### src/rtl/ram_iir_inverse.sv
// ram_iir_inverse: time-multiplexed all-pole IIR y[n] = x[n] - sum a[k]*y[n-k]; history in RAM, a[k] in ROM (COEFFS, entry k at [k*DW +: DW]).
// Define RAM_IIR_INVERSE_SAT_EN to saturate y to DW bits; by default y wraps.
module ram_iir_inverse #(
  parameter int DW = 16,
  parameter int LEN = 8,
  parameter int COEFF_FRAC = 15,
  parameter string COEFFS_FILE = "none.mem",
  parameter string RAMSTYLE = "M9K",
  parameter logic [LEN*DW-1:0] COEFFS = '0
) (
  input  logic          clk_i,
  input  logic          rst_i,
  input  logic          sample_valid_i,
  input  logic [DW-1:0] data_i,
  output logic [DW-1:0] data_o,
  output logic          data_valid_o,
  output logic          busy_o,
  output logic          overrun_o
);
  localparam int AW = $clog2(LEN);
  localparam int DEPTH = 1 << AW;
  localparam int PW = 2 * DW;
  localparam int ACW = PW + AW + 1;
  localparam int YW = DW + AW + 2;
  typedef enum logic [2:0] {CLEAR, IDLE, RUN, DRAIN, OUTPUT} state_t;
  state_t state_q;
  logic [AW-1:0] ptr_q, cnt_q;
  logic [DW-1:0] x_q, data_q, y_d;
  logic signed [DW-1:0] ram_q, rom_q;
  logic signed [PW-1:0] prod_q;
  logic signed [ACW-1:0] acc_q;
  logic rd_v_q, prod_v_q, valid_q, busy_q, overrun_q;
  logic [DW-1:0] rom [DEPTH];
  (* ramstyle = RAMSTYLE *) logic [DW-1:0] mem [DEPTH];
  logic mem_we;
  logic [AW-1:0] mem_wa;
  logic [DW-1:0] mem_wd;

  if (LEN < 2 || COEFFS_FILE == "" || RAMSTYLE == "") begin : g_bad
    $error("ram_iir_inverse: LEN must be >= 2 and file/style names must be non-empty");
  end

  for (genvar i = 0; i < DEPTH; i++) begin : g_rom
    if (i < LEN) begin : g_tap
      assign rom[i] = COEFFS[i*DW +: DW];
    end else begin : g_pad
      assign rom[i] = '0;
    end
  end

`ifdef RAM_IIR_INVERSE_SAT_EN
  logic [YW-1:0] y_full;
  assign y_full = {{(YW-DW){x_q[DW-1]}}, x_q} - YW'(acc_q >>> COEFF_FRAC);
  // in range only when all bits above the DW-bit sign agree with it
  assign y_d = (&y_full[YW-1:DW-1] || ~|y_full[YW-1:DW-1]) ? y_full[DW-1:0]
             : {y_full[YW-1], {(DW-1){~y_full[YW-1]}}};
`else
  assign y_d = x_q - DW'(acc_q >>> COEFF_FRAC);
`endif

  // newest output goes just below ptr, so ptr+k-1 always holds y[n-k]
  assign mem_we = state_q == CLEAR || state_q == OUTPUT;
  assign mem_wa = state_q == CLEAR ? cnt_q : ptr_q - AW'(1);
  assign mem_wd = state_q == CLEAR ? '0 : y_d;

  always_ff @(posedge clk_i) begin
    if (mem_we) mem[mem_wa] <= mem_wd;
    ram_q <= mem[ptr_q + cnt_q];
    rom_q <= rom[cnt_q];
  end

  always_ff @(posedge clk_i or posedge rst_i) begin
    if (rst_i) begin
      state_q   <= CLEAR;
      ptr_q     <= '0;
      cnt_q     <= '0;
      x_q       <= '0;
      prod_q    <= '0;
      acc_q     <= '0;
      rd_v_q    <= 1'b0;
      prod_v_q  <= 1'b0;
      data_q    <= '0;
      valid_q   <= 1'b0;
      busy_q    <= 1'b1;
      overrun_q <= 1'b0;
    end else begin
      rd_v_q    <= state_q == RUN;
      prod_v_q  <= rd_v_q;
      prod_q    <= PW'(ram_q) * PW'(rom_q);
      acc_q     <= state_q == OUTPUT ? '0
                 : prod_v_q ? acc_q + $signed({{(ACW-PW){prod_q[PW-1]}}, prod_q}) : acc_q;
      valid_q   <= state_q == OUTPUT;
      overrun_q <= sample_valid_i && state_q != IDLE;
      case (state_q)
        CLEAR: begin
          cnt_q <= cnt_q + AW'(1);
          if (&cnt_q) begin
            state_q <= IDLE;
            busy_q  <= 1'b0;
          end
        end
        IDLE: if (sample_valid_i) begin
          x_q     <= data_i;
          cnt_q   <= '0;
          state_q <= RUN;
          busy_q  <= 1'b1;
        end
        RUN: begin
          cnt_q <= cnt_q == AW'(LEN-1) ? '0 : cnt_q + AW'(1);
          if (cnt_q == AW'(LEN-1)) state_q <= DRAIN;
        end
        DRAIN: begin
          cnt_q <= cnt_q + AW'(1);
          if (cnt_q == AW'(1)) state_q <= OUTPUT;
        end
        OUTPUT: begin
          data_q  <= y_d;
          ptr_q   <= ptr_q - AW'(1);
          state_q <= IDLE;
          busy_q  <= 1'b0;
        end
        default: state_q <= CLEAR;
      endcase
    end
  end

  assign data_o       = data_q;
  assign data_valid_o = valid_q;
  assign busy_o       = busy_q;
  assign overrun_o    = overrun_q;
endmodule

### config.mk
export PLATFORM = sky130hd
export DESIGN_NAME = ram_iir_inverse
export DESIGN_NICKNAME = d
export VERILOG_FILES = /design/src/rtl/ram_iir_inverse.sv
export SDC_FILE = /design/constraint.sdc
export NUM_CORES = 1
export LEC_CHECK = 0
export CAP_MARGIN = 10
export CORE_MARGIN = 2
export CORE_UTILIZATION = 50
export DETAILED_ROUTE_END_ITERATION = 8
export GPL_TIMING_DRIVEN = 0
export PLACE_DENSITY_LB_ADDON = 0.05
export SYNTH_ARGS = -nofsm -noshare
export SYNTH_HDL_FRONTEND = slang
export SYNTH_SLANG_ARGS = --single-unit
export TNS_END_PERCENT = 50
### constraint.sdc
create_clock -name clk_i -period 1.8 [get_ports clk_i]
set_input_delay 0.54 -clock clk_i [delete_from_list [all_inputs] [get_ports clk_i]]
set_output_delay 0.54 -clock clk_i [all_outputs]
set_load 0.1 [all_outputs]
==> results of run 1 <==
[final cells by class]
cell class | instances | area share [%]
inverter | 5 | 0.851
sequential | 41 | 46.6
timing repair buffer | 39 | 13.3
buffer | 6 | 2.10
tap | 46 | 2.61
clock inverter | 1 | 0.227
multi-input combinational | 96 | 32.6
clock buffer | 5 | 1.70
[per-layer routing]
layer	up-vias	part of all wire, %
met1	607	44
met3	6	6.1
met4	0	1.9
met5	-	0
met2	33	48
li1	597	-
[sequential cells by signal, summed over array words and instances (netlist names)]
signal / cells
x_q: 16
busy_o: 1
data_o: 16
data_valid_o: 1
overrun_o: 1
cnt_q: 3
state_q: 3
[stage by stage]
step           setup TNS [ns]  setup slack (ns)  instance area [um^2]  hold slack (ns)  utilization [%]
2_1_floorplan               0             0.316                  1810            0.475                -
3_3_place_gp           -25.52            -0.449                  2240            0.469             65.6
3_5_place_dp            -8.23            -0.388                  2240            0.476             65.6
4_1_cts                     0           0.00102                  2220            0.501             65.0
5_1_grt                     0            0.0190                  2200            0.514             64.5
6_report                    0            0.0780                  2200            0.491             64.5
[worst min-delay path by stage]
stage / cells after the start / endpoint / slack (ns)
4_1_cts: 1 / data_o[5]$_DFFE_PP0P_ / 0.50
2_1_floorplan: 1 / x_q[15]$_DFFE_PP0P_ / 0.47
3_5_place_dp: 1 / data_o[5]$_DFFE_PP0P_ / 0.48
6_report: 1 / data_o[5]$_DFFE_PP0P_ / 0.49
5_1_grt: 1 / data_o[5]$_DFFE_PP0P_ / 0.51
3_3_place_gp: 1 / data_o[5]$_DFFE_PP0P_ / 0.47
[cell usage in the layout, fill, tap and decap left out, types with 2 or more instances in the layout]
| cell type | n |
|---|---|
| o21ai_0 | 5 |
| nand2_1 | 9 |
| clkbuf_4 | 5 |
| nor2_1 | 15 |
| nor2b_1 | 2 |
| xor2_1 | 5 |
| clkdlybuf4s50_1 | 18 |
| buf_6 | 2 |
| a21oi_1 | 11 |
| ha_1 | 4 |
| inv_1 | 4 |
| buf_2 | 19 |
| buf_4 | 5 |
| mux2_1 | 3 |
| nand3_1 | 3 |
| dfrtp_1 | 40 |
| xnor2_1 | 2 |
| mux2_2 | 20 |
| nand4_1 | 2 |
[cell families after synthesis]
family,count (synthesis)
AO/OA/AOI/OAI,23
XOR/XNOR,7
adder cells (fa/ha/maj),4
buffers and inverters,11
flip-flops,41
multiplexers,23
other,1
AND/OR/NAND/NOR,38
[repair_timing]
action                                  in CTS  in global routing
endpoints found under the setup margin      19                 14
pin swaps                                    0                  1
setup buffers                                0                  2
resized for setup                           89                  7
==> impl_metrics.csv, run 1 <==
group,metric,value,unit
worst_setup_path,rrSetupSlack,0.15,ns
floorplan,ios,38,
grt,use_met2,30.2,%
logic_synthesis,yosys.area_share.simple,11.7,%
grt,grtUsageMet3,5.99,%
logic_synthesis,synthTopCellsByCount,"40 x dfrtp_1, 20 x mux2_2, 15 x nor2_1",
logic_synthesis,synthAdderAreaFrac,2.76,%
logic_synthesis,synthCells,148,
grt,grt_pass1_vias,1238,
routing,drc_errors,0,
sta,setup_violations,0,
worst_setup_path,path_cells,"buf_4",
grt,grt_start_max_net_pins,42,
worst_setup_path,worstSetupEndpoint,"busy_o",
logic_synthesis,synth_edf_count,0,
logic_synthesis,synth_area,1810,um^2
layout,antenna_cells,0,
logic_synthesis,ys_async_sr_fraction,100,%
clocking,numCtsBuffers,5,
floorplan,start_util,53.0,%
sta,fin_skew,0.00475,ns
grt,top_usage_layer,"met2",
logic_synthesis,yosys-top-cells-area,"dfrtp_1 55%, mux2_2 12%, nor2_1 3.1%",
routing,wirelength,3320,um
logic_synthesis,synth_mux_area_share,14.3,%
logic_synthesis,yosysWarnings,0,
clocking,cts.sinks,41,
run_status,status,"complete, no violations",
grt,grt.total_usage,18.9,%
worst_setup_path,r2r_start,"state_q[1]$_DFFE_PP0P_",
routing,first_pass_iters,4,
clocking,cts_tree,"yes",
place,portBuffers,37,
routing,antenna_left,0,
logic_synthesis,yosys.cell_types.count,34,
routing,wire_per_inst,13.9,um
worst_setup_path,cp-end-kind,"output port",
floorplan,core-area,3420,um^2
worst_hold_path,hold_class,"register to register",
worst_setup_path,r2r-end,"data_o[13]$_DFFE_PP0P_",
worst_setup_path,worst-setup-path-type,"register to output port",
sta,slew_headroom,44.4,%
sta,timing.fmax,0.581,GHz
floorplan,die_w,64.2,um
place,dpl.hpwl,2350,um
routing,vias,1243,
layout,seq_area,1030,um^2
sta,rsz0062_at_grt,"no",
layout,layout-drive-gt1-share,30.6,%
place,dp.cells,231,
job,cap_violations,0,
routing,initialDrtViolationCount,37,
clocking,clkLatencyLatePin,0.34,ns
logic_synthesis,synth.top_cell.area_share,55.2,%
logic_synthesis,synth-seq-cells,41,
worst_setup_path,cp.arrival,1.18,ns
worst_setup_path,start_kind,"register",
worst_setup_path,path_max_fanout,3,
clocking,cts_root_buffer,"clkbuf_4",
grt,grt_pass1_wl,5840,um
logic_synthesis,ys.flop_type,"dfrtp_1",
place,gp_congestion,0.780,
worst_setup_path,reg2regPathDepth,4,
worst_setup_path,crit_cells,1,
worst_hold_path,min_from,"data_o[5]$_DFFE_PP0P_",
logic_synthesis,yosysMostFrequentCell,"dfrtp_1",
floorplan,die-area,4120,um^2
worst_setup_path,crit_required,1.26,ns
sta,min_period_over_period,95.7,%
logic_synthesis,avgSynthCellArea,12.2,um^2
clocking,cts_max_level,2,
logic_synthesis,yosysSeqAreaShare,56.7,%
sta,period_minus_slack,1.72,ns
clocking,clk_pin_slew_worst_paths,0.11,ns
layout,area_growth,21.7,%
layout,layout.nets,217,
logic_synthesis,synth_xor_area_share,3.38,%
worst_setup_path,crit_start,"busy_o$_DFFE_PP1P_",
worst_setup_path,max_stage_delay,0.55,ns
layout,multiInputGateArea,719,um^2
clocking,clock_path_buffers,2,
sta,slew_violations,0,
clocking,cts_hold_buffers,0,
logic_synthesis,synth_compound_area_share,7.39,%
grt,grt_antenna_before_repair,0,
floorplan,die_y,64.2,um
grt,grt_util_met1,23.5,%
sta,final_hold_viol_count,0,
worst_setup_path,cp_num_buf_inv,1,
sta,worstMarginPinSlew,0.833,ns
layout,num-fill-cells,292,
grt,grt.overflow.total,0,
logic_synthesis,synth_top_family_by_area,"multiplexers",
worst_setup_path,crit_family,"flip-flops",
floorplan,rows,21,
logic_synthesis,yosysTopAreaCell,"dfrtp_1",
worst_setup_path,worst_path_max_delay_cell,"dfstp_2",
routing,viasPerCell,5.20,
logic_synthesis,syn_nets,171,
layout,instances_no_fill,239,
Power of run 1 is left out: the tool's default activity adds up to more than one toggle a clock period on the data nets, which glitch-free logic cannot reach.
==> run 2: changes to the inputs <==
PLACE_DENSITY = 0.87   (was default)
PLACE_DENSITY_LB_ADDON = default   (was 0.05)
==> impl_metrics.csv, run 2 (synthesis results as in run 1) <==
group,metric,value,unit
sta,slew_violations,0,
routing,initialDrtViolationCount,58,
layout,stdcell_area,2250,um^2
worst_setup_path,start_kind,"register",
grt,grt.total_usage,19.5,%
routing,first_pass_iters,4,
layout,seq_area,1030,um^2
sta,hold-worst-slack,0.493,ns
sta,timing.fmax,0.577,GHz
worst_setup_path,crit_family,"flip-flops",
clocking,cts_hold_buffers,0,
grt,grt_start_max_net_pins,42,
layout,multiInputGateArea,719,um^2
routing,wire_per_inst,15.2,um
worst_setup_path,rrSetupSlack,0.10,ns
clocking,cts_root_buffer,"clkbuf_4",
clocking,clock_path_buffers,2,
layout,antenna_cells,0,
worst_setup_path,cp.arrival,1.19,ns
floorplan,core-area,3420,um^2
grt,grt_pass1_wl,6110,um
worst_setup_path,path_cells,"buf_4",
sta,slew_headroom,44.8,%
layout,layout_common_cells,"40 x dfrtp_1, 20 x mux2_2, 19 x buf_2",
layout,area_growth,24.0,%
worst_setup_path,max_stage_delay,0.56,ns
clocking,cts_tree,"yes",
worst_setup_path,cp_num_buf_inv,1,
sta,min_period_over_period,96.3,%
routing,vias,1262,
worst_setup_path,crit_required,1.26,ns
floorplan,rows,21,
run_status,status,"complete, no violations",
worst_setup_path,crit_cells,1,
floorplan,start_util,53.0,%
floorplan,die-area,4120,um^2
place,gp_congestion,0.871,
worst_setup_path,cp-end-kind,"output port",
clocking,numCtsBuffers,5,
sta,rsz0062_at_grt,"no",
worst_setup_path,reg2regPathDepth,4,
worst_setup_path,path_max_fanout,3,
sta,final_hold_viol_count,0,
worst_hold_path,hold_class,"register to register",
layout,layout_commonest_cell,"dfrtp_1",
routing,wirelength,3690,um
worst_hold_path,min_path_cells,1,
sta,worstMarginPinSlew,0.827,ns
sta,setup_violations,0,
layout,layout-drive-gt1-share,32.0,%
worst_setup_path,worst-setup-path-type,"register to output port",
routing,viasPerCell,5.19,
grt,grt.overflow.total,0,
worst_setup_path,worst_path_max_delay_cell,"dfstp_2",
place,place_area,2240,um^2
sta,fin_skew,0.0161,ns
clocking,clkLatencyLatePin,0.35,ns
worst_setup_path,r2r_start,"state_q[1]$_DFFE_PP0P_",
sta,period_minus_slack,1.73,ns
layout,num-fill-cells,278,
floorplan,die_y,64.2,um
clocking,clk_pin_slew_worst_paths,0.12,ns
floorplan,die_w,64.2,um
place,dpl.hpwl,2590,um
sta,tns,0,ns
grt,grt_pass1_vias,1311,
job,cap_violations,0,
routing,drc_errors,0,
worst_hold_path,min_to,"data_o[5]$_DFFE_PP0P_",
routing,antenna_left,0,
layout,layout.nets,219,
worst_setup_path,r2r-end,"data_o[13]$_DFFE_PP0P_",
grt,grt_antenna_before_repair,0,
clocking,cts.sinks,41,
clocking,cts_max_level,2,
floorplan,ios,38,
place,portBuffers,37,
worst_hold_path,min_from,"data_o[5]$_DFFE_PP0P_",
run 2: cell count changes in the layout (fill, tap and decap cells not counted):
cell      delta
buf_4        +1
buf_6        +1
clkbuf_8     +1
clkinv_4     +1
run 2: how the worst max path moves through the flow:
stage / start / slack, ns / endpoint
2_1_floorplan: rst_i / 0.32 / cnt_q[0]$_DFFE_PP0P_
3_3_place_gp: rst_i / -0.46 / x_q[5]$_DFFE_PP0P_
3_5_place_dp: busy_o$_DFFE_PP1P_ / -0.38 / busy_o
6_report: busy_o$_DFFE_PP1P_ / 0.07 / busy_o
4_1_cts: data_o[7]$_DFFE_PP0P_ / -0.01 / data_o[7]
5_1_grt: state_q[2]$_DFFE_PP0P_ / 0.002 / data_o[13]$_DFFE_PP0P_
run 2: cell type report:
type / count / share of cell area (%)
flip-flops and latches: 41 / 45.7
multi-input cells: 96 / 32.0
clock inverters: 2 / 0.613
plain buffers: 6 / 2.23
inverters: 5 / 0.836
clock buffers: 6 / 2.28
repair buffers: 41 / 13.7
well taps: 46 / 2.56
run 2: stage by stage:
step | std cells | setup slack, ns | util (%)
3_3_place_gp | 231 | -0.462 | 65.6
5_1_grt | 243 | 0.00167 | 65.8
3_5_place_dp | 231 | -0.383 | 65.6
6_report | 243 | 0.0663 | 65.8
4_1_cts | 239 | -0.0108 | 65.6
2_1_floorplan | 148 | 0.316 | -
run 2: what timing repair did:
item	4_1_cts	5_1_grt
pin swaps	0	1
gates resized for setup	90	7
endpoints found under the setup margin	19	11
buffers inserted	0	4
run 2: routing by layer:
metal  track usage, %  vias up  wire length [um]
li1                 -      600                 -
met2             33.3       36              1970
met4             7.45        0                34
met1             23.8      624              1500
met3             4.58        2               184
met5                0        -                 0
Power of run 2 is left out for the same reason.
